<file path="config.mk">
export PLATFORM = sky130hd
export DESIGN_NAME = ex_muldiv
export DESIGN_NICKNAME = d
export VERILOG_FILES = /design/src/rtl/ex_muldiv_pkg.sv /design/src/rtl/ex_muldiv_fixup.sv /design/src/rtl/ex_muldiv.sv
export SDC_FILE = /design/constraint.sdc
export NUM_CORES = 1
export LEC_CHECK = 0
export CAP_MARGIN = 10
export CORE_MARGIN = 2
export CORE_UTILIZATION = 55
export DETAILED_ROUTE_END_ITERATION = 10
export PLACE_DENSITY = 0.84
export REMOVE_ABC_BUFFERS = 1
export SLEW_MARGIN = 15
export SYNTH_ARGS = -nofsm -noshare
export SYNTH_HDL_FRONTEND = slang
export SYNTH_SLANG_ARGS = --single-unit
</file>
<file path="constraint.sdc">
create_clock -name clk -period 7.85 [get_ports clk]
set_input_delay 0.785 -clock clk [delete_from_list [all_inputs] [get_ports clk]]
set_output_delay 0.785 -clock clk [all_outputs]
set_load 0.01 [all_outputs]
</file>
<file path="src/rtl/ex_muldiv_pkg.sv">
// Shared encodings for the M-extension multiply/divide unit: opcode, funct7/funct3 values,
// FSM states and operand signedness helpers.
package ex_muldiv_pkg;

    localparam logic [6:0] INST_TYPE_R_M = 7'b0110011;
    localparam logic [6:0] INST_FUNCT7_M = 7'b0000001;

    localparam logic [2:0] INST_MUL    = 3'b000;
    localparam logic [2:0] INST_MULH   = 3'b001;
    localparam logic [2:0] INST_MULHSU = 3'b010;
    localparam logic [2:0] INST_MULHU  = 3'b011;
    localparam logic [2:0] INST_DIV    = 3'b100;
    localparam logic [2:0] INST_DIVU   = 3'b101;
    localparam logic [2:0] INST_REM    = 3'b110;
    localparam logic [2:0] INST_REMU   = 3'b111;

    typedef enum logic [1:0] {
        IDLE = 2'd0,
        CALC = 2'd1,
        DONE = 2'd2
    } state_e;

    // MUL is run unsigned: its low half does not depend on operand signedness.
    function automatic logic op1_signed(input logic [2:0] f3);
        return (f3 == INST_MULH) || (f3 == INST_MULHSU) || (f3 == INST_DIV) || (f3 == INST_REM);
    endfunction

    function automatic logic op2_signed(input logic [2:0] f3);
        return (f3 == INST_MULH) || (f3 == INST_DIV) || (f3 == INST_REM);
    endfunction

endpackage

</file>
<file path="src/rtl/ex_muldiv_fixup.sv">
// Sign correction and result selection applied to the magnitude-domain product,
// quotient and remainder as the unit enters DONE.
module ex_muldiv_fixup
    import ex_muldiv_pkg::*;
#(
    parameter int XLEN = 32
) (
    input  logic [2:0]      funct3,
    input  logic            neg1,
    input  logic            neg2,
    input  logic [XLEN-1:0] hi,
    input  logic [XLEN-1:0] lo,
    output logic [XLEN-1:0] result
);

    logic [2*XLEN-1:0] prod;
    logic [2*XLEN-1:0] prod_fix;
    logic [XLEN-1:0]   quo_fix;
    logic [XLEN-1:0]   rem_fix;

    // hi/lo hold {product} for multiplies and {remainder, quotient} for divides.
    always_comb begin
        prod     = {hi, lo};
        prod_fix = (neg1 ^ neg2) ? -prod : prod;
        quo_fix  = (neg1 ^ neg2) ? -lo : lo;
        rem_fix  = neg1 ? -hi : hi;
        case (funct3)
            INST_MUL:                           result = prod_fix[XLEN-1:0];
            INST_MULH, INST_MULHSU, INST_MULHU: result = prod_fix[2*XLEN-1:XLEN];
            INST_DIV, INST_DIVU:                result = quo_fix;
            default:                            result = rem_fix;
        endcase
    end

endmodule

</file>
<file path="src/rtl/ex_muldiv.sv">
// Multi-cycle RV32M/RV64M multiply/divide unit: one bit per cycle shift-add multiply and
// restoring divide on operand magnitudes, with a one-cycle register-file writeback.
module ex_muldiv
    import ex_muldiv_pkg::*;
#(
    parameter int XLEN       = 32,
    parameter int REG_ADDR_W = 5
) (
    input  logic                  clk,
    input  logic                  rst_n,
    input  logic                  start_i,
    input  logic [2:0]            funct3_i,
    input  logic [XLEN-1:0]       op1_i,
    input  logic [XLEN-1:0]       op2_i,
    input  logic [REG_ADDR_W-1:0] rd_addr_i,
    input  logic                  flush_i,
    output logic                  busy_o,
    output logic                  hold_flag_o,
    output logic [REG_ADDR_W-1:0] rd_addr_o,
    output logic [XLEN-1:0]       rd_data_o,
    output logic                  rd_wen_o
);

    localparam int              CNT_W    = $clog2(XLEN);
    localparam logic [CNT_W-1:0] CNT_LAST = CNT_W'(XLEN - 1);
    localparam logic [XLEN-1:0]  XLEN_MIN = {1'b1, {(XLEN-1){1'b0}}};

    state_e                state;
    logic [2:0]            funct3_q;
    logic [REG_ADDR_W-1:0] rd_q;
    logic                  neg1_q;
    logic                  neg2_q;
    logic [XLEN-1:0]       mag_q;
    logic [XLEN-1:0]       hi_q;
    logic [XLEN-1:0]       lo_q;
    logic [XLEN-1:0]       res_q;
    logic [CNT_W-1:0]      cnt_q;

    logic            is_div;
    logic            neg1;
    logic            neg2;
    logic [XLEN-1:0] abs1;
    logic [XLEN-1:0] abs2;
    logic            div_zero;
    logic            div_ovf;
    logic [XLEN-1:0] special_res;

    always_comb begin
        is_div   = funct3_i[2];
        neg1     = op1_signed(funct3_i) & op1_i[XLEN-1];
        neg2     = op2_signed(funct3_i) & op2_i[XLEN-1];
        abs1     = neg1 ? -op1_i : op1_i;
        abs2     = neg2 ? -op2_i : op2_i;
        div_zero = is_div & (op2_i == '0);
        div_ovf  = is_div & ~funct3_i[0] & (op1_i == XLEN_MIN) & (op2_i == '1);
        // funct3[1] distinguishes REM/REMU from DIV/DIVU.
        if (div_zero)
            special_res = funct3_i[1] ? op1_i : '1;
        else
            special_res = funct3_i[1] ? '0 : op1_i;
    end

    logic [XLEN:0]   mul_sum;
    logic [XLEN:0]   div_shift;
    logic [XLEN:0]   div_diff;
    logic [XLEN-1:0] hi_step;
    logic [XLEN-1:0] lo_step;

    // Multiply: lo holds the multiplier, shifted out LSB-first while product bits shift in.
    // Divide: lo holds the dividend, shifted out MSB-first while quotient bits shift in.
    always_comb begin
        mul_sum   = {1'b0, hi_q} + (lo_q[0] ? {1'b0, mag_q} : '0);
        div_shift = {hi_q, lo_q[XLEN-1]};
        div_diff  = div_shift - {1'b0, mag_q};
        if (funct3_q[2]) begin
            hi_step = div_diff[XLEN] ? div_shift[XLEN-1:0] : div_diff[XLEN-1:0];
            lo_step = {lo_q[XLEN-2:0], ~div_diff[XLEN]};
        end else begin
            hi_step = mul_sum[XLEN:1];
            lo_step = {mul_sum[0], lo_q[XLEN-1:1]};
        end
    end

    logic [XLEN-1:0] fix_res;

    ex_muldiv_fixup #(
        .XLEN(XLEN)
    ) u_fixup (
        .funct3 (funct3_q),
        .neg1   (neg1_q),
        .neg2   (neg2_q),
        .hi     (hi_step),
        .lo     (lo_step),
        .result (fix_res)
    );

    always_ff @(posedge clk or negedge rst_n) begin
        if (!rst_n) begin
            state    <= IDLE;
            funct3_q <= '0;
            rd_q     <= '0;
            neg1_q   <= 1'b0;
            neg2_q   <= 1'b0;
            mag_q    <= '0;
            hi_q     <= '0;
            lo_q     <= '0;
            res_q    <= '0;
            cnt_q    <= '0;
        end else begin
            case (state)
                IDLE: begin
                    if (start_i && !flush_i) begin
                        funct3_q <= funct3_i;
                        rd_q     <= rd_addr_i;
                        neg1_q   <= neg1;
                        neg2_q   <= neg2;
                        cnt_q    <= '0;
                        hi_q     <= '0;
                        if (div_zero || div_ovf) begin
                            res_q <= special_res;
                            state <= DONE;
                        end else begin
                            mag_q <= is_div ? abs2 : abs1;
                            lo_q  <= is_div ? abs1 : abs2;
                            state <= CALC;
                        end
                    end
                end
                CALC: begin
                    if (flush_i) begin
                        state <= IDLE;
                    end else begin
                        hi_q  <= hi_step;
                        lo_q  <= lo_step;
                        cnt_q <= cnt_q + CNT_W'(1);
                        if (cnt_q == CNT_LAST) begin
                            res_q <= fix_res;
                            state <= DONE;
                        end
                    end
                end
                DONE:    state <= IDLE;
                default: state <= IDLE;
            endcase
        end
    end

    // Hold covers the issue cycle combinationally and drops in DONE so the pipeline
    // advances alongside the writeback.
    always_comb begin
        busy_o      = (state != IDLE);
        hold_flag_o = ((state == IDLE) & start_i & ~flush_i) | (state == CALC);
        rd_wen_o    = (state == DONE) & ~flush_i;
        rd_addr_o   = rd_wen_o ? rd_q : '0;
        rd_data_o   = rd_wen_o ? res_q : '0;
    end

endmodule

</file>
==> metrics.txt, run 1 <==
multi-input logic area=0.0119 mm^2; crit path DAT=6.79 ns; reg2reg end=res_q[8]; Filler cells=2568; fmax=0.155 GHz; DP Area=0.0177 mm^2; Max stage delay cell, worst path=or4_1; Synth top area share=0.223; CTS tree=done; Total Die Area=0.0310 mm^2; count of final setup violators=0; first-pass GRT wire length=95700 um; Crit Path Max Fanout=6; CP delay by family, top=simple AND/OR/NAND/NOR gates; slew margin rel.=0.210; met1 Use GR=0.533; Startpoint Class=flip-flop; Mapped Area=0.0163 mm^2; CP Class=flip-flop to flip-flop; GR Util All Layers=0.396; Internal Power=2960 uW; leading cell type in the layout, fill and taps excluded=nand2_1; Fin Setup TNS=0 ns; layout cells sized above 1=0.0523; Reg clk slew, reported paths=0.07 ns; origin of the critical flop-to-flop path=lo_q[31]; syn avg cell area=7.16 um^2; CTS Hold Bufs=0; Starting Density=0.563; Top Usage Layer GRT=met2; part of the power in combinational logic=0.662; top cells by area, synth=dfrtp_1 (22%), a21oi_1 (8.0%), o21ai_0 (6.9%), nand2_1 (6.7%), ha_1 (5.5%); DR pass1 iterations=6; CTS sink count=145; ys flop type=dfrtp_1; DR vias=17970; Post-CTS Resized=0; fraction of registers with async set/reset=1.00; FF/Latch Area=0.00363 mm^2; Worst path max stage delay=0.55 ns; clk_skew=0.0113 ns; final max-slew violation count=0; status=completed; routed vias/inst=6.66; crit-path most repeated cell=inv_1; Top Ports=116; Unique masters post-synth=100; Worst-Margin Slew=1.17 ns; Warnings, synthesis=0; clk_lat worst skew=0.44 ns; Net Switching=3310 uW; RSZ-0062 raised after global routing=false; fin nets=2450; P_leak=0.00746 uW; sw frac=0.527; Post-Place Cells=2666; remaining antenna violation count after routing=0; Post-route DRC=0; pwr/cell area=343 mW/mm^2; worst reg-to-reg setup slack=1.42 ns; Hold WC Path Type=input pin to async pin; post-DP HPWL=46800 um; cell taking the most area after synthesis=dfrtp_1; CORE AREA=0.0289 mm^2; clock power share=0.149; final WL=61700 um; final hold vios=0; DIE WIDTH=176 um; row count=62; Gate Count Post-Synth=2276; Max Cap Violations=0; 1st-iter DRT viols=1825; Max Buffers Root-to-Sink=2; part of the power in registers=0.190; routability cong.=1.02; Setup Buffers After CTS=0; sequential area share after synthesis=0.223; # port buffers=115; ANT cells=0; initial antenna violation count=0; period utilization=0.820; H-tree depth=4; GR Util met3=0.0717; Layout Area Growth over Synthesis=12.4%; number of global-route vias before repair=17017; Peak VDD IR=0.000177 V; WP buf/inv=4; routed len/inst=22.9 um; Cell Count, Final, Fillers Out=2697; clock root cell=clkbuf_16; min Tclk post-route=6.43 ns; Worst setup EP type=flip-flop; number of synthesized flops with an enable pin=0; post-route cell area=0.0183 mm^2; grt met2 use=0.626; Worst R2R Path Depth=25; Die H=176 um; most frequent cells in the layout=nand2_1 (291), a21oi_1 (260), o21ai_0 (224); #FFs+latches synth=145; hold slack=0.393 ns; Num CTS Buffers=17; pin count of the biggest net entering global routing=100; total global routing overflow=0; Worst Path Required=8.20 ns
[routing by layer]
layer / vias up / wire length, um / part of all wire
li1: 8263 / - / -
met1: 8449 / 25300 / 0.41
met2: 1088 / 27300 / 0.44
met3: 170 / 6430 / 0.10
met4: 0 / 2630 / 0.043
met5: - / 0 / 0
[per-stage QoR]
| stage | setup slack (ns) | power (uW) | util |
|---|---|---|---|
| after floorplan | 0.801 | 3960 | - |
| final | 1.42 | 6270 | 0.632 |
| after CTS | 1.55 | 6130 | 0.632 |
| after global placement | 1.78 | 5130 | 0.610 |
| after detailed placement | 1.59 | 5160 | 0.610 |
| after global routing | 0.999 | 6650 | 0.632 |
[power by group through the flow]
stage          logic (uW)  clock network, uW  registers [uW]
2_1_floorplan        2860                  0            1110
3_3_place_gp         3950                  0            1180
3_5_place_dp         3970                  0            1190
4_1_cts              4020                933            1180
5_1_grt              4470                963            1210
6_report             4150                933            1190
[worst register-to-register path: cells and delay by family (launching register included)]
kind	cells	cell delay, ns
flops	1	0.46
compound gates	8	1.94
mux	1	0.29
simple gates	9	2.22
buf+inv	4	0.54
fa+ha+maj	3	0.88
[Yosys cell counts, types with 17 or more instances]
master	n
nand2_1	292
a21oi_1	260
o21ai_0	226
nor2_1	192
dfrtp_1	145
clkbuf_1	103
xnor2_1	97
and2_1	78
ha_1	71
nor3_1	71
xor2_1	70
inv_1	66
mux2i_1	50
nand3_1	35
a31oi_1	31
o31ai_1	28
a21o_1	26
a22o_1	25
nand4_1	25
nor4_1	21
or3_1	21
o211ai_1	20
buf_2	19
nand2b_1	18
and3_1	17
buf_1	17
nor2b_1	17
[cell type report]
cell class | instances | share of cell area
Clock inverter | 12 | 0.0112
Tap cell | 384 | 0.0263
Sequential cell | 145 | 0.198
Clock buffer | 19 | 0.0242
Multi-Input combinational cell | 1921 | 0.649
Inverter | 67 | 0.0137
Timing Repair Buffer | 149 | 0.0766
[state kept, by name, summed over array words and instances (netlist names)]
signal / flops
hi_q: 32
lo_q: 32
mag_q: 32
res_q: 32
cnt_q: 5
rd_q: 5
funct3_q: 3
state: 2
neg1_q: 1
neg2_q: 1
[cells by family (layout without fill, tap and decap cells)]
group                      after synthesis  in the layout  synth area share
and+or+nand+nor                        846            846             0.252
AOI/OAI and AO/OA                      780            780             0.293
buffers and inverters                  210            247            0.0512
xor gates and xnor gates               167            167            0.0898
DFF                                    145            145             0.223
adders and majority gates               74             74            0.0576
muxes                                   54             54            0.0335
[worst max path at each step]
stage / startpoint / endpoint / slack [ns] / depth (start not counted)
2_1_floorplan: funct3_q[2] / res_q[15] / 0.80 / 14
3_3_place_gp: lo_q[31] / res_q[14] / 1.78 / 25
3_5_place_dp: lo_q[31] / res_q[14] / 1.59 / 25
4_1_cts: lo_q[31] / res_q[14] / 1.55 / 25
5_1_grt: lo_q[31] / res_q[14] / 1.0 / 25
6_report: lo_q[31] / res_q[8] / 1.42 / 25
(Power assumes the default switching activity.)
==> run 2: changes to the inputs <==
- PLACE_DENSITY: 0.84 -> 0.87
- clock period: 7.85 -> 5.5 ns (I/O delays scaled with it)
==> metrics.txt, run 2 (same netlist as run 1, synthesis figures left out) <==
final core occ=0.673 (was 0.632); Crit Path Max Fanout=6 (unchanged); min Tclk post-route=5.31 ns (was 6.43 ns); DR pass1 iterations=6 (unchanged); post-DP HPWL=48700 um (was 46800 um); slew margin rel.=0.278 (was 0.210); clk_lat worst skew=0.45 ns (was 0.44 ns); first-pass GRT wire length=99000 um (was 95700 um); fmax=0.188 GHz (was 0.155 GHz); layout cells sized above 1=0.114 (was 0.0523); DR vias=18802 (was 17970); Die H=176 um (unchanged); P_leak=0.00817 uW (was 0.00746 uW); fin nets=2590 (was 2450); GR Util All Layers=0.409 (was 0.396); Worst setup EP type=flip-flop (unchanged); remaining antenna violation count after routing=0 (unchanged); CP Class=flip-flop to flip-flop (unchanged); DP Area=0.0187 mm^2 (was 0.0177 mm^2); Max Buffers Root-to-Sink=2 (unchanged); initial antenna violation count=5 (was 0); reg2reg end=res_q[26] (was res_q[8]); Worst Path Required=5.82 ns (was 8.20 ns); post-route cell area=0.0195 mm^2 (was 0.0183 mm^2); Post-route DRC=0 (unchanged); clock root cell=clkbuf_16 (unchanged); H-tree depth=4 (unchanged); final WL=63800 um (was 61700 um); status=completed (unchanged); Num CTS Buffers=17 (unchanged); multi-input logic area=0.0120 mm^2 (was 0.0119 mm^2); Startpoint Class=flip-flop (unchanged); DIE WIDTH=176 um (unchanged); CTS tree=done (unchanged); final hold vios=0 (unchanged); count of final setup violators=0 (unchanged); Total Die Area=0.0310 mm^2 (unchanged); crit path DAT=5.63 ns (was 6.79 ns); routability cong.=1.03 (was 1.02); Starting Density=0.563 (unchanged); CTS sink count=145 (unchanged); Peak VDD IR=0.000326 V (was 0.000177 V); final max-slew violation count=0 (unchanged); Layout Area Growth over Synthesis=19.5% (was 12.4%); FF/Latch Area=0.00363 mm^2 (unchanged); origin of the critical flop-to-flop path=lo_q[0] (was lo_q[31]); Reg clk slew, reported paths=0.07 ns (about the same); worst reg-to-reg setup slack=0.19 ns (was 1.42 ns); Top Ports=116 (unchanged); routed vias/inst=6.62 (was 6.66); leading cell type in the layout, fill and taps excluded=nand2_1 (unchanged); 1st-iter DRT viols=2091 (was 1825); Fin Setup TNS=0 ns (unchanged); Worst-Margin Slew=1.08 ns (was 1.17 ns); Hold WC Path Type=input pin to async pin (unchanged); row count=62 (unchanged); # port buffers=115 (unchanged); period utilization=0.966 (was 0.820); routed len/inst=22.5 um (was 22.9 um); CORE AREA=0.0289 mm^2 (unchanged); clk_skew=0.00963 ns (was 0.0113 ns); pin count of the biggest net entering global routing=92 (was 100); crit path from=lo_q[0] (was lo_q[31]); CP endpoint=res_q[26] (was res_q[8]); hold slack=0.164 ns (was 0.393 ns); number of global-route vias before repair=17761 (was 17017); total global routing overflow=0 (unchanged); Worst R2R Path Depth=18 (was 25); pwr/cell area=493 mW/mm^2 (was 343 mW/mm^2); most frequent cells in the layout=nand2_1 (291), a21oi_1 (259), o21ai_0 (223) (was nand2_1 (291), a21oi_1 (260), o21ai_0 (224)); Filler cells=2429 (was 2568); Max Cap Violations=0 (unchanged)
run 2: cell types whose count changed in the layout (fill, tap and decap cells not counted), moves of 2 or more:
cell       previous run  this run
nor4_1               21        18
a2111oi_0             3         1
nor4_2                2         4
buf_12                0         3
clkinv_4              2         4
a2111oi_2             1         3
buf_4                34       171
bufinv_16             5         3
run 2: worst min path at each step:
stage,startpoint,end,slack [ns]
final,rst_n,mag_q[27],0.16
after global routing,rst_n,hi_q[26],0.24
after CTS,rst_n,mag_q[26],0.22
after detailed placement,rd_q[1],rd_q[1],0.45
after global placement,rd_q[1],rd_q[1],0.45
after floorplan,rst_n,cnt_q[0],0.25
run 2: repair_timing:
action                     4_1_cts  5_1_grt
resized for setup                2       21
hold buffers                     0        0
pin swaps                        0        3
setup buffers                    0        1
setup endpoints to repair        3       19
run 2: area by class of cell:
class | instances | area share
Timing Repair Buffer | 289 | 0.128
Clock inverter | 15 | 0.00945
Multi-Input combinational cell | 1921 | 0.616
Antenna cell | 1 | 0.000129
Clock buffer | 17 | 0.0219
Inverter | 67 | 0.0129
Sequential cell | 145 | 0.187
Tap cell | 384 | 0.0247
run 2: metrics by stage:
| step | setup slack, ns | cells | total power (uW) |
|---|---|---|---|
| 6_report | 0.186 | 2839 | 9590 |
| 5_1_grt | -0.0796 | 2838 | 10200 |
| 4_1_cts | 0.0781 | 2837 | 9300 |
| 3_5_place_dp | -0.0804 | 2805 | 8000 |
| 3_3_place_gp | 0.0379 | 2805 | 7890 |
| 2_1_floorplan | -1.55 | 2133 | 5660 |
run 2: critical path: stages (launching register included):
cell and delay (ns):
dfrtp_1 0.51, and2_1 0.20, ha_1 0.23, fa_1 0.43, a21o_1 0.20, a221o_1 0.43, nand4_1 0.28, a21oi_1 0.19
nor2_2 0.20, xor2_1 0.18, nor2_1 0.12, or4_4 0.59, buf_4 0.17, or3_1 0.30, nor3_1 0.30, a21boi_0 0.20
xor2_1 0.18, a221oi_1 0.35, a21oi_1 0.12
run 2: power breakdown:
group,leakage (uW),switching [uW],internal (uW)
clock network,0.000290,525,718
logic,0.00602,4160,2610
registers,0.00185,271,1310
run 2: layer usage:
layer | part of all wire | global-route usage
met2 | 0.44 | 0.642
met1 | 0.40 | 0.543
met5 | 0.00020 | 0
met3 | 0.11 | 0.0816
met4 | 0.049 | 0.188
